File: src/rtl/game_pkg.sv
// Shared definitions for the game sequencer: one-hot game FSM state codes,
// the sequencer's internal phase encoding and the debug view struct.
package game_pkg;

  // One-hot game FSM states, packed as {q_start, q_playing, q_lose, q_win}
  localparam logic [3:0] WIN     = 4'b0001;
  localparam logic [3:0] LOSE    = 4'b0010;
  localparam logic [3:0] PLAYING = 4'b0100;
  localparam logic [3:0] START   = 4'b1000;

  localparam int LIVES_W = 3;
  localparam int TIME_W  = 7;

  // Sequencer round phase
  typedef enum logic [1:0] {
    IDLE = 2'd0,
    RUN  = 2'd1,
    DONE = 2'd2
  } phase_t;

  // Debug view: internal phase plus the game FSM state it is reacting to
  typedef struct packed {
    phase_t     phase;
    logic [3:0] fsm_state;
  } seq_dbg_t;

  // True when the one-hot game FSM state has the bit of 'which' set
  function automatic logic fsm_in(input logic [3:0] state, input logic [3:0] which);
    return |(state & which);
  endfunction

endpackage

File: src/rtl/btn_debouncer.sv
// Button debouncer: 2-flop synchronizer, stable-count filter and a registered
// one-cycle pulse on each stable 0->1 transition. Latency from a clean rise
// to the pulse is DEB_CYCLES+3 cycles.
module btn_debouncer #(
  parameter int DEB_CYCLES = 500_000
) (
  input  logic clk,
  input  logic reset,
  input  logic i_btn_raw,
  output logic o_pulse
);

  localparam int CNT_W = (DEB_CYCLES > 1) ? $clog2(DEB_CYCLES) : 1;
  localparam logic [CNT_W-1:0] CNT_LAST = CNT_W'(DEB_CYCLES - 1);

  logic             r_sync1;
  logic             r_sync2;
  logic             r_stable;
  logic             r_stable_d;
  logic [CNT_W-1:0] r_cnt;
  logic             r_pulse;

  // Bring the asynchronous button into the clk domain
  always_ff @(posedge clk or posedge reset) begin
    if (reset) begin
      r_sync1 <= 1'b0;
      r_sync2 <= 1'b0;
    end else begin
      r_sync1 <= i_btn_raw;
      r_sync2 <= r_sync1;
    end
  end

  // Flip the stable level only after DEB_CYCLES consecutive differing samples
  always_ff @(posedge clk or posedge reset) begin
    if (reset) begin
      r_stable <= 1'b0;
      r_cnt    <= '0;
    end else if (r_sync2 != r_stable) begin
      if (r_cnt == CNT_LAST) begin
        r_stable <= r_sync2;
        r_cnt    <= '0;
      end else begin
        r_cnt <= r_cnt + CNT_W'(1);
      end
    end else begin
      r_cnt <= '0;
    end
  end

  // Registered rising-edge detect on the stable level
  always_ff @(posedge clk or posedge reset) begin
    if (reset) begin
      r_stable_d <= 1'b0;
      r_pulse    <= 1'b0;
    end else begin
      r_stable_d <= r_stable;
      r_pulse    <= r_stable & ~r_stable_d;
    end
  end

  assign o_pulse = r_pulse;

endmodule

File: src/rtl/game_sequencer.sv
// Game sequencer: debounces the start button, tracks score/lives/countdown
// during a round and issues exactly one win or lose pulse per round.
// Optional pause support is built when GAME_SEQ_PAUSE_EN is defined.
//
// Handshake note: hit/miss are single-cycle strobes with no backpressure;
// a strobe counts only in a cycle where the round is actively running.
module game_sequencer
  import game_pkg::*;
#(
  parameter int TICK_CYCLES   = 100_000_000,
  parameter int ROUND_SECONDS = 60,
  parameter int START_LIVES   = 3,
  parameter int WIN_SCORE     = 10,
  parameter int SCORE_W       = 8,
  parameter int DEB_CYCLES    = 500_000
) (
  input  logic               clk,
  input  logic               reset,
  input  logic               btn_raw,
  input  logic               hit,
  input  logic               miss,
  input  logic               q_start,
  input  logic               q_playing,
  input  logic               q_lose,
  input  logic               q_win,
  output logic               start_pulse,
  output logic               win,
  output logic               lose,
  output logic [SCORE_W-1:0] score,
  output logic [LIVES_W-1:0] lives,
  output logic [TIME_W-1:0]  time_left,
  output logic               sec_tick,
`ifdef GAME_SEQ_PAUSE_EN
  input  logic               pause_btn_raw,
  output logic               paused,
`endif
  output seq_dbg_t           dbg
);

  localparam int TICK_W = (TICK_CYCLES > 1) ? $clog2(TICK_CYCLES) : 1;
  localparam logic [TICK_W-1:0]  TICK_LAST  = TICK_W'(TICK_CYCLES - 1);
  localparam logic [SCORE_W-1:0] SCORE_WIN  = SCORE_W'(WIN_SCORE);
  localparam logic [LIVES_W-1:0] LIVES_INIT = LIVES_W'(START_LIVES);
  localparam logic [TIME_W-1:0]  TIME_INIT  = TIME_W'(ROUND_SECONDS);

  phase_t             r_phase;
  phase_t             w_phase_next;
  logic [3:0]         w_fsm_state;
  logic               w_go_idle;
  logic               w_go_play;
  logic               w_win_cond;
  logic               w_lose_cond;
  logic               w_win_next;
  logic               w_lose_next;
  logic               w_count_en;
  logic               w_tick_wrap;
  logic               w_paused;
  logic               r_win;
  logic               r_lose;
  logic               r_sec_tick;
  logic [TICK_W-1:0]  r_tick;
  logic [SCORE_W-1:0] r_score;
  logic [LIVES_W-1:0] r_lives;
  logic [TIME_W-1:0]  r_time_left;

  assign w_fsm_state = {q_start, q_playing, q_lose, q_win};
  assign w_go_idle   = fsm_in(w_fsm_state, START);
  assign w_go_play   = fsm_in(w_fsm_state, PLAYING);

  // Start button conditioning
  btn_debouncer #(
    .DEB_CYCLES (DEB_CYCLES)
  ) u_start_deb (
    .clk       (clk),
    .reset     (reset),
    .i_btn_raw (btn_raw),
    .o_pulse   (start_pulse)
  );

`ifdef GAME_SEQ_PAUSE_EN
  logic w_pause_pulse;
  logic r_paused;

  // Pause button conditioning
  btn_debouncer #(
    .DEB_CYCLES (DEB_CYCLES)
  ) u_pause_deb (
    .clk       (clk),
    .reset     (reset),
    .i_btn_raw (pause_btn_raw),
    .o_pulse   (w_pause_pulse)
  );

  // Pause toggles only while a round runs and always clears back in IDLE
  always_ff @(posedge clk or posedge reset) begin
    if (reset) begin
      r_paused <= 1'b0;
    end else if (r_phase == IDLE || w_phase_next == IDLE) begin
      r_paused <= 1'b0;
    end else if (w_pause_pulse && r_phase == RUN) begin
      r_paused <= ~r_paused;
    end
  end

  assign w_paused = r_paused;
  assign paused   = r_paused;
`else
  assign w_paused = 1'b0;
`endif

  // Round-end conditions are judged on the registered counters
  assign w_win_cond  = (r_score == SCORE_WIN);
  assign w_lose_cond = (r_lives == '0) || (r_time_left == '0);

  // Phase register
  always_ff @(posedge clk or posedge reset) begin
    if (reset) begin
      r_phase <= IDLE;
    end else begin
      r_phase <= w_phase_next;
    end
  end

  // Next phase and round-end pulse decode; win has priority over lose
  always_comb begin
    w_phase_next = r_phase;
    w_win_next   = 1'b0;
    w_lose_next  = 1'b0;
    if (w_go_idle) begin
      w_phase_next = IDLE;
    end else begin
      case (r_phase)
        IDLE: begin
          if (w_go_play) begin
            w_phase_next = RUN;
          end
        end
        RUN: begin
          if (!w_paused) begin
            if (w_win_cond) begin
              w_win_next   = 1'b1;
              w_phase_next = DONE;
            end else if (w_lose_cond) begin
              w_lose_next  = 1'b1;
              w_phase_next = DONE;
            end
          end
        end
        DONE: begin
          w_phase_next = DONE;
        end
        default: begin
          w_phase_next = IDLE;
        end
      endcase
    end
  end

  // Counters advance only in a live, unpaused round that is not ending now
  assign w_count_en  = (r_phase == RUN) && !w_go_idle && !w_paused &&
                       !w_win_cond && !w_lose_cond;
  assign w_tick_wrap = w_count_en && (r_tick == TICK_LAST);

  // Registered win/lose pulses
  always_ff @(posedge clk or posedge reset) begin
    if (reset) begin
      r_win  <= 1'b0;
      r_lose <= 1'b0;
    end else begin
      r_win  <= w_win_next;
      r_lose <= w_lose_next;
    end
  end

  // Score, lives, countdown and tick counter; reloaded in IDLE, frozen in DONE
  always_ff @(posedge clk or posedge reset) begin
    if (reset) begin
      r_tick      <= '0;
      r_sec_tick  <= 1'b0;
      r_score     <= '0;
      r_lives     <= LIVES_INIT;
      r_time_left <= TIME_INIT;
    end else if (r_phase == IDLE || w_go_idle) begin
      r_tick      <= '0;
      r_sec_tick  <= 1'b0;
      r_score     <= '0;
      r_lives     <= LIVES_INIT;
      r_time_left <= TIME_INIT;
    end else begin
      r_sec_tick <= w_tick_wrap;
      if (w_count_en) begin
        r_tick <= w_tick_wrap ? '0 : r_tick + TICK_W'(1);
        if (w_tick_wrap && r_time_left != '0) begin
          r_time_left <= r_time_left - TIME_W'(1);
        end
        if (hit && r_score != SCORE_WIN) begin
          r_score <= r_score + SCORE_W'(1);
        end
        if (miss && r_lives != '0) begin
          r_lives <= r_lives - LIVES_W'(1);
        end
      end
    end
  end

  assign win       = r_win;
  assign lose      = r_lose;
  assign sec_tick  = r_sec_tick;
  assign score     = r_score;
  assign lives     = r_lives;
  assign time_left = r_time_left;

  assign dbg.phase     = r_phase;
  assign dbg.fsm_state = w_fsm_state;

endmodule

File: config.mk
export PLATFORM = sky130hd
export DESIGN_NAME = game_sequencer
export DESIGN_NICKNAME = d
export VERILOG_FILES = /design/src/rtl/game_pkg.sv /design/src/rtl/btn_debouncer.sv /design/src/rtl/game_sequencer.sv
export SDC_FILE = /design/constraint.sdc
export NUM_CORES = 1
export LEC_CHECK = 0
export BUFFER_PORTS_ARGS = -buffer_cell sky130_fd_sc_hd__buf_2
export CELL_PAD_IN_SITES_DETAIL_PLACEMENT = 1
export CELL_PAD_IN_SITES_GLOBAL_PLACEMENT = 2
export CORE_MARGIN = 3
export CORE_UTILIZATION = 40
export CTS_BUF_LIST = sky130_fd_sc_hd__clkbuf_16
export DETAILED_ROUTE_END_ITERATION = 10
export PLACE_DENSITY = 0.85
export SLEW_MARGIN = 10
export SYNTH_ARGS = -nofsm -noshare
export SYNTH_HDL_FRONTEND = slang
export SYNTH_SLANG_ARGS = --single-unit
File: constraint.sdc
create_clock -name clk -period 3.6 [get_ports clk]
set_input_delay 0.36 -clock clk [delete_from_list [all_inputs] [get_ports clk]]
set_output_delay 0.36 -clock clk [all_outputs]
set_load 0.02 [all_outputs]
* After elaboration in Yosys (flattened, before gate mapping) *
Index checks and enable logic that the tools add are counted.
Widths: inputs -> output; s select.

word-level totals
  bits in registers = 74
  output and inout bits = 28

cells by class
  $add $sub $neg = 5
  equal/unequal tests = 9
  multiplexer cells = 27
  bitwise logic cells = 2
  reductions and logical operators = 26

operators by type and width
  operator               number
  $mux 27                3
  $mux 19                2
  $add 27x1->27 const B  1
  $eq 27x27->1 const B   1
  $mux 8                 3
  $mux 7                 3
  $add 19x1->19 const B  1
  $eq 19x19->1 const B   1
  $reduce_and 2->1       5
  $mux 3                 3
  $add 8x1->8 const B    1
  $eq 8x4->1 const B     1
  $mux 1                 8
  $mux 2                 4
  $ne 8x4->1 const B     1
  $reduce_bool 2->1      4
  $logic_and 1x1->1      7
  $logic_not 7->1        1
  $reduce_bool 7->1      1
  $sub 7x1->7 const B    1
  $pmux 2 s3             1
  $ne 4x4->1 const B     1
  $logic_not 1->1        3
  $logic_not 3->1        1
  10 further kinds       11

* Depth between registers and ports, before layout *
Gate-level depths: netlist of the first run.

  depth in word-level cells = 9
  gate-level depth with buffers = 9
  gate-level depth less buffers = 7

* By module *
From an unflattened synthesis of the first run, not the netlist that was laid out.

second synthesis, totals
  cells, all modules = 417
  area, all modules = 4093.9 sq um

modules (own cells, without submodules)
  module          instances  cells each  area each (sq um)
  game_sequencer  1          311         2946.6
  btn_debouncer   1          106         1147.4

* Worst setup path after synthesis of the first run *
No wires, ideal clock.

  path type = reg-to-reg
  from = register r_lives[0], in the netlist lives[0]
  to = register r_tick[25]
  setup time = 0.134 ns
  arrival = 2.063 ns
  setup slack = 1.403 ns
  stages on the path, launching flop included = 10
  path buffers = 2
  period minus slack after synthesis = 2.197 ns
  cell sequence = dfstp_2 -> inv_1 -> ha_1 -> nor2b_1 -> a31oi_4 -> a21oi_2 -> buf_6 -> buf_2 -> o41ai_1 -> a21oi_1

on the way
  longest elaborated chain between the ends = 8

RTL lines
  what                      line                   text
  start: declaration        game_sequencer.sv:63   logic [LIVES_W-1:0] r_lives;
  start signal: assignment  game_sequencer.sv:200  r_lives <= r_lives - LIVES_W'(1);
  $logic_not 3->1 (*)       game_sequencer.sv:113  assign w_lose_cond = (r_lives == '0) || (r_time_left == '0);
  $logic_or 1x1->1 (*)      game_sequencer.sv:113
  $logic_not 1->1 (*)       game_sequencer.sv:161  !w_win_cond && !w_lose_cond;
  $logic_and 1x1->1 (*)     game_sequencer.sv:161
  $logic_and 1x1->1         game_sequencer.sv:162  assign w_tick_wrap = w_count_en && (r_tick == TICK_LAST);
  $mux 27                   game_sequencer.sv:192  r_tick <= w_tick_wrap ? '0 : r_tick + TICK_W'(1);
  $mux 27                   game_sequencer.sv:191  if (w_count_en) begin
  $mux 27                   game_sequencer.sv:183  end else if (r_phase == IDLE || w_go_idle) begin
  end signal: assignment    game_sequencer.sv:192
  end: declaration          game_sequencer.sv:61   logic [TICK_W-1:0] r_tick;

Mark *: on every way between the ends. The rest lies on a longest branch, timed or not. The select of a mux whose other input is x is not followed.
A chain may end at the register's enable or synchronous reset.

* Final worst setup path of the first run *
  from = register r_lives[0], in the netlist lives[0]
  to = register r_time_left[5], in the netlist time_left[5]

on the way
  longest elaborated chain between the ends = 8

RTL lines
  what                            line                   text
  $logic_not 3->1 (*)             game_sequencer.sv:113
  $logic_or 1x1->1 (*)            game_sequencer.sv:113
  $logic_not 1->1 (*)             game_sequencer.sv:161
  $logic_and 1x1->1 (*)           game_sequencer.sv:161
  $logic_and 1x1->1               game_sequencer.sv:162
  $logic_and 1x1->1               game_sequencer.sv:193  if (w_tick_wrap && r_time_left != '0) begin
  $reduce_bool 2->1 (no line)     n/a
  $reduce_and 2->1 (no line) (*)  n/a
  end signal: assignment          game_sequencer.sv:194  r_time_left <= r_time_left - TIME_W'(1);
  end: declaration                game_sequencer.sv:64   logic [TIME_W-1:0] r_time_left;

Mark *: on every way between the ends. The rest lies on a longest branch, timed or not.

==> results summary, run 1 <==
For this design, the CTS-stage hold fixing added 0 buffers. STA classifies the critical path endpoint as a register. The number of nets in the layout is 460. The pin slew with the least headroom to its limit came out at 0.948 ns. The area of the mapped netlist is 0.00393 mm2.

The count of flip-flops with a built-in enable after synthesis is 0. The final setup violation count is 0. The cell count after placement came out at 559. The count of final max-slew check failures is 0. The detailed-router iteration count before antenna repair came out at 4.

The synthesized area divided by synthesized cell count came out at between 9 and 10 um2. The leakage component of the power is around 1.9 nW. The library cell used most frequently in the layout, excluding fill and tap cells, is sky130_fd_sc_hd__dfrtp_1.

The flow ran to the end, and the final reports show no timing, DRC or antenna violations. Registers take 0.00186 mm2. The number of placement rows is 35.

The clock passes through at most 2 buffers. The number of max-cap violations came out at 0. Setup total negative slack on the finished layout was measured at 0 ns.

The clock slew at the register clock pins of the worst setup and hold paths came out at 0.05 ns. The count of final hold-check violations is 0. The final period demand of the worst path came out at approximately 2.5 ns.

The DRC violation count after routing came out at 0. The post-route clock period utilization came out at 0.695. The worst hold path belongs to the class input pin to register. The starting density of the core is 0.417. Along the worst hold path, the cell count comes to 1.

The critical register-to-register path endpoint is time_left[5]. The total of buffers placed on input and output ports is 32. The final antenna-violating net count is 0.

The number of filler instances in the final layout came out at 1074. The Yosys step of the flow raised 0 warnings. In the final layout, the multi-input gates occupy 0.00193 mm2.

The growth of design area from synthesis to finish is 12.9%. Counting every instance in the synthesized netlist gives 412. The register area share after synthesis is 0.473.

The worst-case clock skew is 0.00811 ns. The routed length per instance is 16.4 um. The detailed-route via count came out at 3210. Summed over all instances, the cell type with the most area after synthesis is sky130_fd_sc_hd__dfrtp_1.

The critical path goes through inv_1, ha_1, nor2b_1, a31o_2, nor4b_2, and4_1, o21ai_0. The clock tree from TritonCTS is yes. The HPWL after detailed placement is 6.47 mm. The number of sinks handled by clock tree synthesis came out at 74. Along the worst path, the maximum fanout reaches 11. The area enclosed by the die boundary is 0.0111 mm2.

The length in cells of the worst reg-to-reg path came out at 7. The power density over the cells came out at 436 mW/mm2. The final non-filler cell total came out at 575.

Wires add up to 9.40 mm. The number of DRC markers in iteration 0 came out at 72. Setup repair after global routing left no endpoint under its margin. The number of diodes added for antenna fixing came out at 0. The first-pass GRT wire length is 16.6 mm. For flop-to-flop paths, the worst setup slack is 1.10 ns. The die width is 105 um. The flip-flop and latch count after synthesis came out at 74.

The number of antenna violations at the first check in global routing came out at 0. Measured along the y axis, the die boundary spans ~110 um. The all-layer global routing usage came out at 0.183. The overall power consumption is 1.93 mW. Summed over all layers, the global routing overflow is 0. The data arrival time of the critical path came out at 2.72 ns. After floorplanning, the core was sized to cover 0.00942 mm2.

Once the clock tree was built, the setup fixing pass inserted 0 buffers. The worst voltage drop across the vdd grid is 0.000291 V. At the later pin of the worst-skew pair, clock insertion delay measures 0.33 ns. The top cell types in the final layout, fill and taps aside, are 68 x sky130_fd_sc_hd__dfrtp_1, 49 x sky130_fd_sc_hd__nor2_1, 32 x sky130_fd_sc_hd__buf_2, 25 x sky130_fd_sc_hd__nand2_1, 25 x sky130_fd_sc_hd__a21oi_1. The routability-driven placement congestion ratio came out at roughly 0.76. Of all flip-flops after synthesis, the portion carrying an async set or reset was 1.00.

The critical path launch point type is a register. The start point of the worst min-delay path is btn_raw. The number of global-route vias before repair is 3379.

The pin count of the biggest net entering global routing is 75. Pin placement for this block handled 37 I/O pins. The number of buffers added by the clock tree synthesis step is 9. The H-tree generated during clock tree synthesis spans 3 levels. The number of distinct library cells after synthesis came out at 53. Among all flip-flop cells after synthesis, the most frequent one is sky130_fd_sc_hd__dfrtp_1.

The total nets after synthesis is 431. The slowest stage of the critical path is the sky130_fd_sc_hd__nor4b_2 cell. For hold timing, the worst endpoint is u_start_deb.r_sync1. Of the post-synthesis cell area, the dominant cell type holds 0.433. The worst hold-check slack is 0.136 ns. The routed via count divided by cell count came out at 5.58. The worst flop-to-flop path startpoint is lives[0]. The largest single stage delay on the critical path is 0.77 ns.

The kind of critical path is register to register. The master cell of the clock root buffer is sky130_fd_sc_hd__clkbuf_16. The share of layout cells above drive strength 1 is 0.159. The max-slew headroom at the worst pin came out at 0.368. By area the synthesized netlist is led by sky130_fd_sc_hd__dfrtp_1 43%, sky130_fd_sc_hd__nor2_1 4.7%, sky130_fd_sc_hd__dfstp_2 4.0%.

Timing would allow up to 399 MHz. After clock tree synthesis, the repair step resized 0 gates. At the worst endpoint, the required time is 3.82 ns.
## registers in the layout, summed over array words and instances (netlist names)
name / flops
sec_tick: 1
u_start_deb.r_sync2: 1
lose: 1
u_start_deb.r_stable: 1
r_phase: 2
u_start_deb.o_pulse: 1
lives: 3
win: 1
r_tick: 27
time_left: 7
u_start_deb.r_stable_d: 1
u_start_deb.r_cnt: 19
score: 8
u_start_deb.r_sync1: 1
## synthesized netlist by cell type (all sizes together), types with 12 or more instances
| cell | number |
|---|---|
| or3 | 19 |
| xor2 | 13 |
| a21oi | 27 |
| xnor2 | 15 |
| and3 | 13 |
| nand3 | 22 |
| nand4 | 19 |
| inv | 13 |
| nand2 | 25 |
| o21ai | 23 |
| buf | 12 |
| nor2 | 49 |
| dfrtp | 68 |
## cells by family (layout without fill, tap and decap cells)
group	Yosys count	after routing	share of synthesized area
and+or+nand+nor	196	196	0.274
DFF	74	74	0.473
AOI/OAI and AO/OA	72	72	0.116
buffers and inverters	30	64	0.0366
xor gates and xnor gates	28	28	0.0624
adders and majority gates	10	10	0.0318
muxes	2	2	0.00541
## worst max path at each step
stage | startpoint | slack [ns] | end | cells after the start
2_1_floorplan | reset | 1.37 | lives[2] | 1
3_3_place_gp | lives[0] | 1.16 | r_tick[25] | 8
3_5_place_dp | r_tick[0] | 1.07 | time_left[5] | 6
4_1_cts | lives[0] | 1.04 | r_tick[25] | 8
5_1_grt | lives[0] | 0.87 | time_left[4] | 7
6_report | lives[0] | 1.10 | time_left[5] | 7
## per-stage QoR
stage | instance area (um2) | utilization | setup WS [ns]
2_1_floorplan | 3930 | - | 1.37
3_3_place_gp | 4180 | 0.444 | 1.16
3_5_place_dp | 4180 | 0.444 | 1.07
4_1_cts | 4440 | 0.471 | 1.04
5_1_grt | 4440 | 0.471 | 0.869
6_report | 4440 | 0.471 | 1.10
## worst max-delay path, delay by kind of cell, from the launching register on
| family | cells | cell delay (ns) |
|---|---|---|
| AO/OA/AOI/OAI | 2 | 0.35 |
| adder cells (fa/ha/maj) | 1 | 0.20 |
| buffers and inverters | 1 | 0.07 |
| flip-flops | 1 | 0.53 |
| AND/OR/NAND/NOR | 3 | 1.24 |
## layer usage
metal,GRT usage,share of wire,vias to the layer above
li1,-,-,1546
met1,0.231,0.47,1624
met2,0.317,0.50,32
met3,0.0358,0.023,8
met4,0.0534,0.010,0
met5,0,0,-
## where the power goes
group          internal [mW]  leakage, nW  total (mW)  switching, mW
Combinational         0.0709        0.716       0.275          0.204
Clock                  0.454        0.136       0.798          0.344
Sequential             0.848         1.00       0.861         0.0125
## layout make-up
cell class	count	area share
multi-input combinational	308	0.434
inverter	13	0.0110
clock inverter	7	0.00733
sequential	74	0.419
clock buffer	9	0.0508
timing repair buffer	35	0.0412
tap	129	0.0364
Note: power is estimated with default switching activity, not from simulation.
==> run 2, diff against run 1 <==
Settings changed: ABC_AREA from default to 1, CORE_UTILIZATION 40 to 32, PLACE_DENSITY 0.85 to 0.78.
Clock period 3.6 ns to 2.1 ns, I/O delays scaled along.
==> results summary, run 2 <==
The first detailed-routing pass took 4 iterations. The deepest clock path buffer count came out at 2. Once layout is complete, the utilization of the core stands at 0.388. The number of nets in the layout came out at 661. The cell at the slowest stage of the critical path is sky130_fd_sc_hd__dfrtp_1. The number of placement rows is 42.

Port buffering added 32 buffers. The congestion estimate from routability-driven global placement came to 0.844. The run finished with clean final reports. In this run, synthesis inferred 0 flip-flops with an integrated enable. The worst-case clock skew came out at between 0.005 and 0.006 ns.

The library cell used most frequently in the layout, excluding fill and tap cells, is sky130_fd_sc_hd__nand2_1. In the post-synthesis netlist, the cell with the most instances is sky130_fd_sc_hd__nand2_1. Yosys attributes the largest share of cell area to sky130_fd_sc_hd__dfrtp_1 39%, sky130_fd_sc_hd__nand2_1 14%, sky130_fd_sc_hd__nor2_1 7.3%. Buffers added to address setup during post-CTS repair amount to 0. The buffering stage count on the worst path with inverters included came out at 2. The routed via count divided by cell count came out at 4.87.

The final antenna-violating net count came out at 0. The area of the mapped netlist came out at 0.00440 mm2. The routed layout has approximately 4000 vias.

Setup violations remaining at the end of the flow were counted as 0. The relative contribution of sequential cells to total power is 0.389. By instance count, the cell type seen most on the critical path is sky130_fd_sc_hd__nand2_8.

The repair_antennas step left the layout with diodes totalling 0. The cell count after synthesis came out at just under 600. The chip height is around 120 um. In this design, the stage delay of the slowest critical-path cell is 0.40 ns. The post-route clock period utilization came out at 0.893.

Data arrives at the worst endpoint at about 2.2 ns. The count of final hold-check violations came to 0. The later pin in the worst-skew pair is clocked with a latency of 0.35 ns. The die covers 0.0152 mm2. STA puts the critical path data required time at approximately 2.4 ns. The commonest cells after synthesis are 163 x sky130_fd_sc_hd__nand2_1, 85 x sky130_fd_sc_hd__nor2_1, 68 x sky130_fd_sc_hd__dfrtp_1. The number of max-cap violations came out at 0. The worst-path maximum fanout came out at 20.

In the layout the commonest cells are 163 x sky130_fd_sc_hd__nand2_1, 85 x sky130_fd_sc_hd__nor2_1, 68 x sky130_fd_sc_hd__dfrtp_1, 66 x sky130_fd_sc_hd__inv_1, 38 x sky130_fd_sc_hd__nand3_1. The pin count of the biggest net entering global routing is 36. The clock share of power is 0.397. The total nets after synthesis came out at roughly 600. The largest total area in the synthesized netlist belongs to sky130_fd_sc_hd__dfrtp_1. The critical path in this run is classified as register to register. Cell internal power was estimated by the tool at 2.69 mW. The worst hold path belongs to the class input pin to register. The area of the placeable core came out at about 0.013 mm2. The number of buffers added by the clock tree synthesis step came out at 9.

Counting every sink on the clock net gives 74. The first global-routing pass estimated 21.6 mm of wire. The highest clock frequency the design can meet is 533 MHz. The async set-reset flop share out of synthesis is 1.00.

The H-tree was split into 3 levels. Of the post-synthesis cell area, the dominant cell type holds 0.387. The synthesized netlist contains 36 unique library cells.

For this run, the leading register cell type out of synthesis is sky130_fd_sc_hd__dfrtp_1. The part of the total power dissipated in combinational logic came out at 0.213. The register with the most flip-flops in the layout has 27 of them. The master cell of the clock root buffer is sky130_fd_sc_hd__clkbuf_16. The all-layer global routing usage came out at 0.184. After the first detailed-routing iteration, the DRC count stood at 156.

The post-detailed-routing wire length came out at about 13 mm. Summing all placed instances gives a cell area of approximately 0.0049 mm2. The total number of yosys warnings came out at 0. The wire-length estimate of the detail-placed layout is 9.69 mm.

The design area came out at 0.00518 mm2. The count of final max-slew check failures is 0. The number of global-route vias before repair is approximately 4300. The worst-case IR drop observed on VDD is 0.000337 V. The net switching power figure came out at 1.37 mW. The share of the Yosys chip area taken by registers is 0.423. Of the total power, the share spent switching nets is 0.338.

Setup repair after global routing left no endpoint under its margin. Once routing completed, OpenROAD measured the worst setup slack at 0.224 ns. At the pin with the least slew margin, the transition time is 0.692 ns. The dominant delay contributor by cell family on the critical path is simple AND/OR/NAND/NOR gates.

The clock tree from TritonCTS is yes. The worst setup path is launched from a register. The analysis attributes to cell leakage a power of roughly 2.4 nW. The power density over the cells came out at 785 mW/mm2. STA classifies the critical path endpoint as a register.

The setup TNS is 0 ns. The number of antenna violations at the first check in global routing is 0. The share of layout cells above drive strength 1 is 0.161. Dividing the detail-routed wire length by the instance count gives 15.6 um.

The die width came out at between 100 and 150 um. Traced cell by cell, the critical path runs through inv_1, ha_1, nand3_2, nor2_1, nor2_4, nand2_8, nand2_8, nand2_4, inv_2, o21ai_0. The total congestion overflow after global routing is 0. The max-slew headroom at the worst pin is 0.538. The number of placed I/O pins came out at 37.

The clock slew at the register clock pins of the worst setup and hold paths is 0.06 ns. The growth of design area from synthesis to finish came out at 17.7%. Prior to clock tree synthesis, the placed netlist has a worst setup slack of 0.181 ns. The synthesized area divided by synthesized cell count is 7.46 um2. The register with the most flip-flops in the final layout is r_tick. The final period demand of the worst path is 1.88 ns. The flip-flop and latch count after synthesis came out at 74. The DRC violation count after routing is 0. The starting density of the core came out at 0.330. Hold timing on the final database bottoms out at a slack of 0.287 ns.
==> run 2: cell types whose count changed after synthesis, sizes merged, moves of 13 or more <==
cell / previous run / this run
and3: 13 / 0
inv: 13 / 71
nand2: 25 / 173
nand3: 22 / 41
nor2: 49 / 99
or3: 19 / 0
==> run 2: final timing paths <==
kind | slack (ns) | to | startpoint | depth (start not counted)
worst max-delay path | 0.22 | time_left[4] | time_left[0] | 10
worst min-delay path | 0.29 | score[2] | hit | 5
worst max register to register | 0.22 | time_left[4] | time_left[0] | 10
worst min register to register | 0.37 | u_start_deb.r_sync2 | u_start_deb.r_sync1 | 0
max in group asynchronous | 0.98 | r_tick[16] | reset | 4
min in group asynchronous | 0.50 | u_start_deb.r_cnt[18] | reset | 3
==> run 2: power groups by stage <==
stage	clock network [mW]	registers (mW)	logic, mW
floorplan	0	1.66	0.583
global placement	0	1.61	0.858
detailed placement	0	1.61	0.878
CTS	1.67	1.59	0.882
global route	1.73	1.59	0.974
finish	1.61	1.58	0.867
==> run 2: worst register-to-register path: stages (launching register included) <==
cell,delay [ns]
sky130_fd_sc_hd__dfrtp_1,0.40
sky130_fd_sc_hd__inv_1,0.10
sky130_fd_sc_hd__ha_1,0.21
sky130_fd_sc_hd__nand3_2,0.13
sky130_fd_sc_hd__nor2_1,0.19
sky130_fd_sc_hd__nor2_4,0.07
sky130_fd_sc_hd__nand2_8,0.12
sky130_fd_sc_hd__nand2_8,0.14
sky130_fd_sc_hd__nand2_4,0.19
sky130_fd_sc_hd__inv_2,0.09
sky130_fd_sc_hd__o21ai_0,0.16
==> run 2: what timing repair did <==
action | in CTS | in global routing
hold buffers | 2 | 0
endpoints found under the setup margin | 0 | 1
endpoints found under the hold margin | 27 | 0
resized for setup | 0 | 2
==> run 2: cell type report <==
cell class / count / area [um2]
inverters: 71 / 270
well taps: 176 / 220
multi-input cells: 435 / 2190
clock buffers: 9 / 225
flip-flops and latches: 74 / 1860
fillers: 1677 / 8170
repair buffers: 51 / 333
clock inverters: 7 / 77.6
==> run 2: through the flow <==
stage | cells | power [mW]
4_1_cts | 823 | 4.14
2_1_floorplan | 590 | 2.24
3_3_place_gp | 805 | 2.47
6_report | 823 | 4.06
3_5_place_dp | 805 | 2.49
5_1_grt | 823 | 4.30
==> run 2: cell families after synthesis <==
| kind of cell | synth area share |
|---|---|
| simple gates | 0.365 |
| xor+xnor | 0.0358 |
| buf+inv | 0.0793 |
| flops | 0.423 |
| fa+ha+maj | 0.0284 |
| compound gates | 0.0685 |
==> run 2: layer usage <==
layer,vias up,wire length (um),global-route usage
li1,1981,-,-
met1,1971,5850,0.234
met2,40,6420,0.315
met3,14,398,0.0380
met4,0,191,0.0547
met5,-,0,0
==> run 3, diff against run 2 <==
Settings changed: GPL_TIMING_DRIVEN from default to 0.
==> results summary, run 3 (same netlist as run 2, synthesis figures left out) <==
Counting the fill cells in the layout gives 1691. The final layout contains routed wiring with a total length of between 10 and 15 mm. The number of placement rows is 42.

The die width came out at 123 um. The DRC violation count after routing is 0. The max-slew headroom at the worst pin came out at 0.567. The total of buffers placed on input and output ports is 34. The chip height came out at 123 um. The count of final hold-check violations is 0. The first global-routing pass estimated 20.9 mm of wire. The H-tree depth reported by CTS came out at 3. IR analysis of the VDD net gives a maximum drop of 0.000376 V. The pin slew with the least headroom to its limit is approximately 0.65 ns. The number of max-cap violations is 0. The number of buffers inserted by post-CTS setup repair came out at 0. For this run, the top clock speed supported by timing is 527 MHz.

Dividing the detail-routed via count by the number of cells gives approximately 4.8. The instance area after placement came out at roughly 0.0048 mm2. The final antenna-violating net count came out at 0.

The routability-driven placement congestion ratio came out at 0.857. In the layout the commonest cells are 162 x sky130_fd_sc_hd__nand2_1, 84 x sky130_fd_sc_hd__nor2_1, 67 x sky130_fd_sc_hd__dfrtp_1, 66 x sky130_fd_sc_hd__inv_1, 38 x sky130_fd_sc_hd__nand3_1. Clock tree synthesis found a total of 74 sinks. The pin count of the biggest net entering global routing came out at 58. Setup repair after global routing left no endpoint under its margin. The worst setup path is captured at a register. The setup TNS is 0 ns.

The type of the tightest min-delay check is input pin to register. The worst register-to-register path begins at lives[0]. The count of final max-slew check failures came out at 0. In this run the most critical hold path is launched from q_start. Counting along the longest clock path gives a buffer depth of 2. The growth of design area from synthesis to finish came out at 18.7%. The clock insertion delay at the later pin of the skew report came out at 0.34 ns. The required time of the worst setup path is between 2 and 2.5 ns. The total congestion overflow after global routing is 0.

The worst hold path stage count came out at 4. After the first detailed-routing iteration, the DRC count stood at between 150 and 200. STA classifies the critical path startpoint as a register. The detailed-router iteration count before antenna repair came out at 4.

The number of global-route vias before repair came out at 4211. The setup path with the least slack is of type register to register. After layout, the minimum clock period comes to about 1.9 ns.

The all-layer global routing usage is 0.177. The tree is rooted in a sky130_fd_sc_hd__clkbuf_16. The number of flip-flops in the largest register came out at 27.

The leakage component of the power is between 2 and 2.5 nW. The clock tree from TritonCTS is yes. Across all layers, the routed design uses 3933 vias. The share of layout cells above drive strength 1 came out at 0.158.

The library cell used most frequently in the layout, excluding fill and tap cells, is sky130_fd_sc_hd__nand2_1. The final core utilization came out at 0.391. In this run the power density over the cells is 847 mW/mm2. The HPWL after detailed placement came out at 9.30 mm. In this run the standard cell core region covers 0.0133 mm2. The startpoint of the worst setup timing path is lives[0]. The number of antenna violations at the first check in global routing is 0. The starting density of the core is 0.330. The run finished with clean final reports.

The top register by number of flip-flops is r_tick. The reg2reg setup slack is 0.20 ns. The length in cells of the worst reg-to-reg path is 11. Dividing the final minimum period by the clock period gives 0.903. The area enclosed by the die boundary came out at 0.0152 mm2. The number of diodes added for antenna fixing is 0. The number of nets in the layout is 658. For the final database, setup skew stands at 0.00784 ns.

The routed length per instance came out at 15.1 um. The number of buffers added by the clock tree synthesis step is 9. The data arrival time of the critical path is roughly 2.1 ns. In this run the worst path has a maximum fanout of 11.

The finished cells cover 0.00523 mm2. The clock slew at the register clock pins of the worst setup and hold paths is 0.06 ns. 37 I/O pins were placed. The final setup violation count is 0.
## run 3: cell types whose count changed in the layout (fill, tap and decap cells not counted), sizes merged
| cell | change |
|---|---|
| clkinv | -2 |
| clkbuf | +1 |
| inv | -1 |
| nor2 | +1 |
| bufinv | +3 |
| buf | -5 |
## run 3: final timing paths
path | end
max in group asynchronous | lives[1]
worst max register to register | r_tick[22]
worst min register to register | u_start_deb.r_sync2
worst min-delay path | sec_tick
min in group asynchronous | r_tick[19]
worst max-delay path | r_tick[22]
## run 3: layout make-up
cell class	count	area [um2]	area share
Multi-Input combinational cell	436	2210	0.423
Tap cell	176	220	0.0421
Sequential cell	74	1860	0.356
Buffer	10	82.6	0.0158
Clock inverter	7	141	0.0271
Timing Repair Buffer	37	218	0.0417
Inverter	71	269	0.0515
Clock buffer	9	225	0.0431
## run 3: critical path, cell delays in order, from the launching register on
cell and delay, ns:
sky130_fd_sc_hd__dfstp_2 0.52, sky130_fd_sc_hd__inv_1 0.08, sky130_fd_sc_hd__ha_1 0.20, sky130_fd_sc_hd__inv_1 0.07, sky130_fd_sc_hd__nor2_1 0.07, sky130_fd_sc_hd__nor2_4 0.18
sky130_fd_sc_hd__nand2_8 0.14, sky130_fd_sc_hd__nand2_8 0.13, sky130_fd_sc_hd__inv_2 0.10, sky130_fd_sc_hd__buf_6 0.16, sky130_fd_sc_hd__nand2_1 0.06, sky130_fd_sc_hd__nand2_1 0.06
## run 3: timing repair
| action | in CTS | in global routing |
|---|---|---|
| endpoints found under the hold margin | 18 | 0 |
| hold buffers | 2 | 0 |
| endpoints found under the setup margin | 0 | 9 |
| gates resized for setup | 0 | 4 |
## run 3: where the power goes
group	total (mW)	internal [mW]	switching, mW	leakage, nW
Sequential	1.59	1.52	0.0736	1.00
Combinational	0.910	0.270	0.640	1.23
Clock	1.92	1.28	0.643	0.177
## run 3: per-stage QoR
stage | cells | setup slack, ns | total power [mW] | hold slack (ns)
after floorplan | 590 | 0.0183 | 2.24 | 0.241
after global routing | 820 | 0.0280 | 4.68 | 0.299
final | 820 | 0.204 | 4.43 | 0.292
after CTS | 819 | 0.0969 | 4.51 | 0.280
after global placement | 800 | -1.18 | 2.52 | 0.318
after detailed placement | 801 | 0.136 | 2.55 | 0.187
## run 3: metal layers
layer	vias to the layer above	wire (um)	GRT usage
met5	-	0	0
met4	0	176	0.0519
met3	14	310	0.0384
met2	38	6240	0.313
met1	1902	5630	0.217
li1	1979	-	-
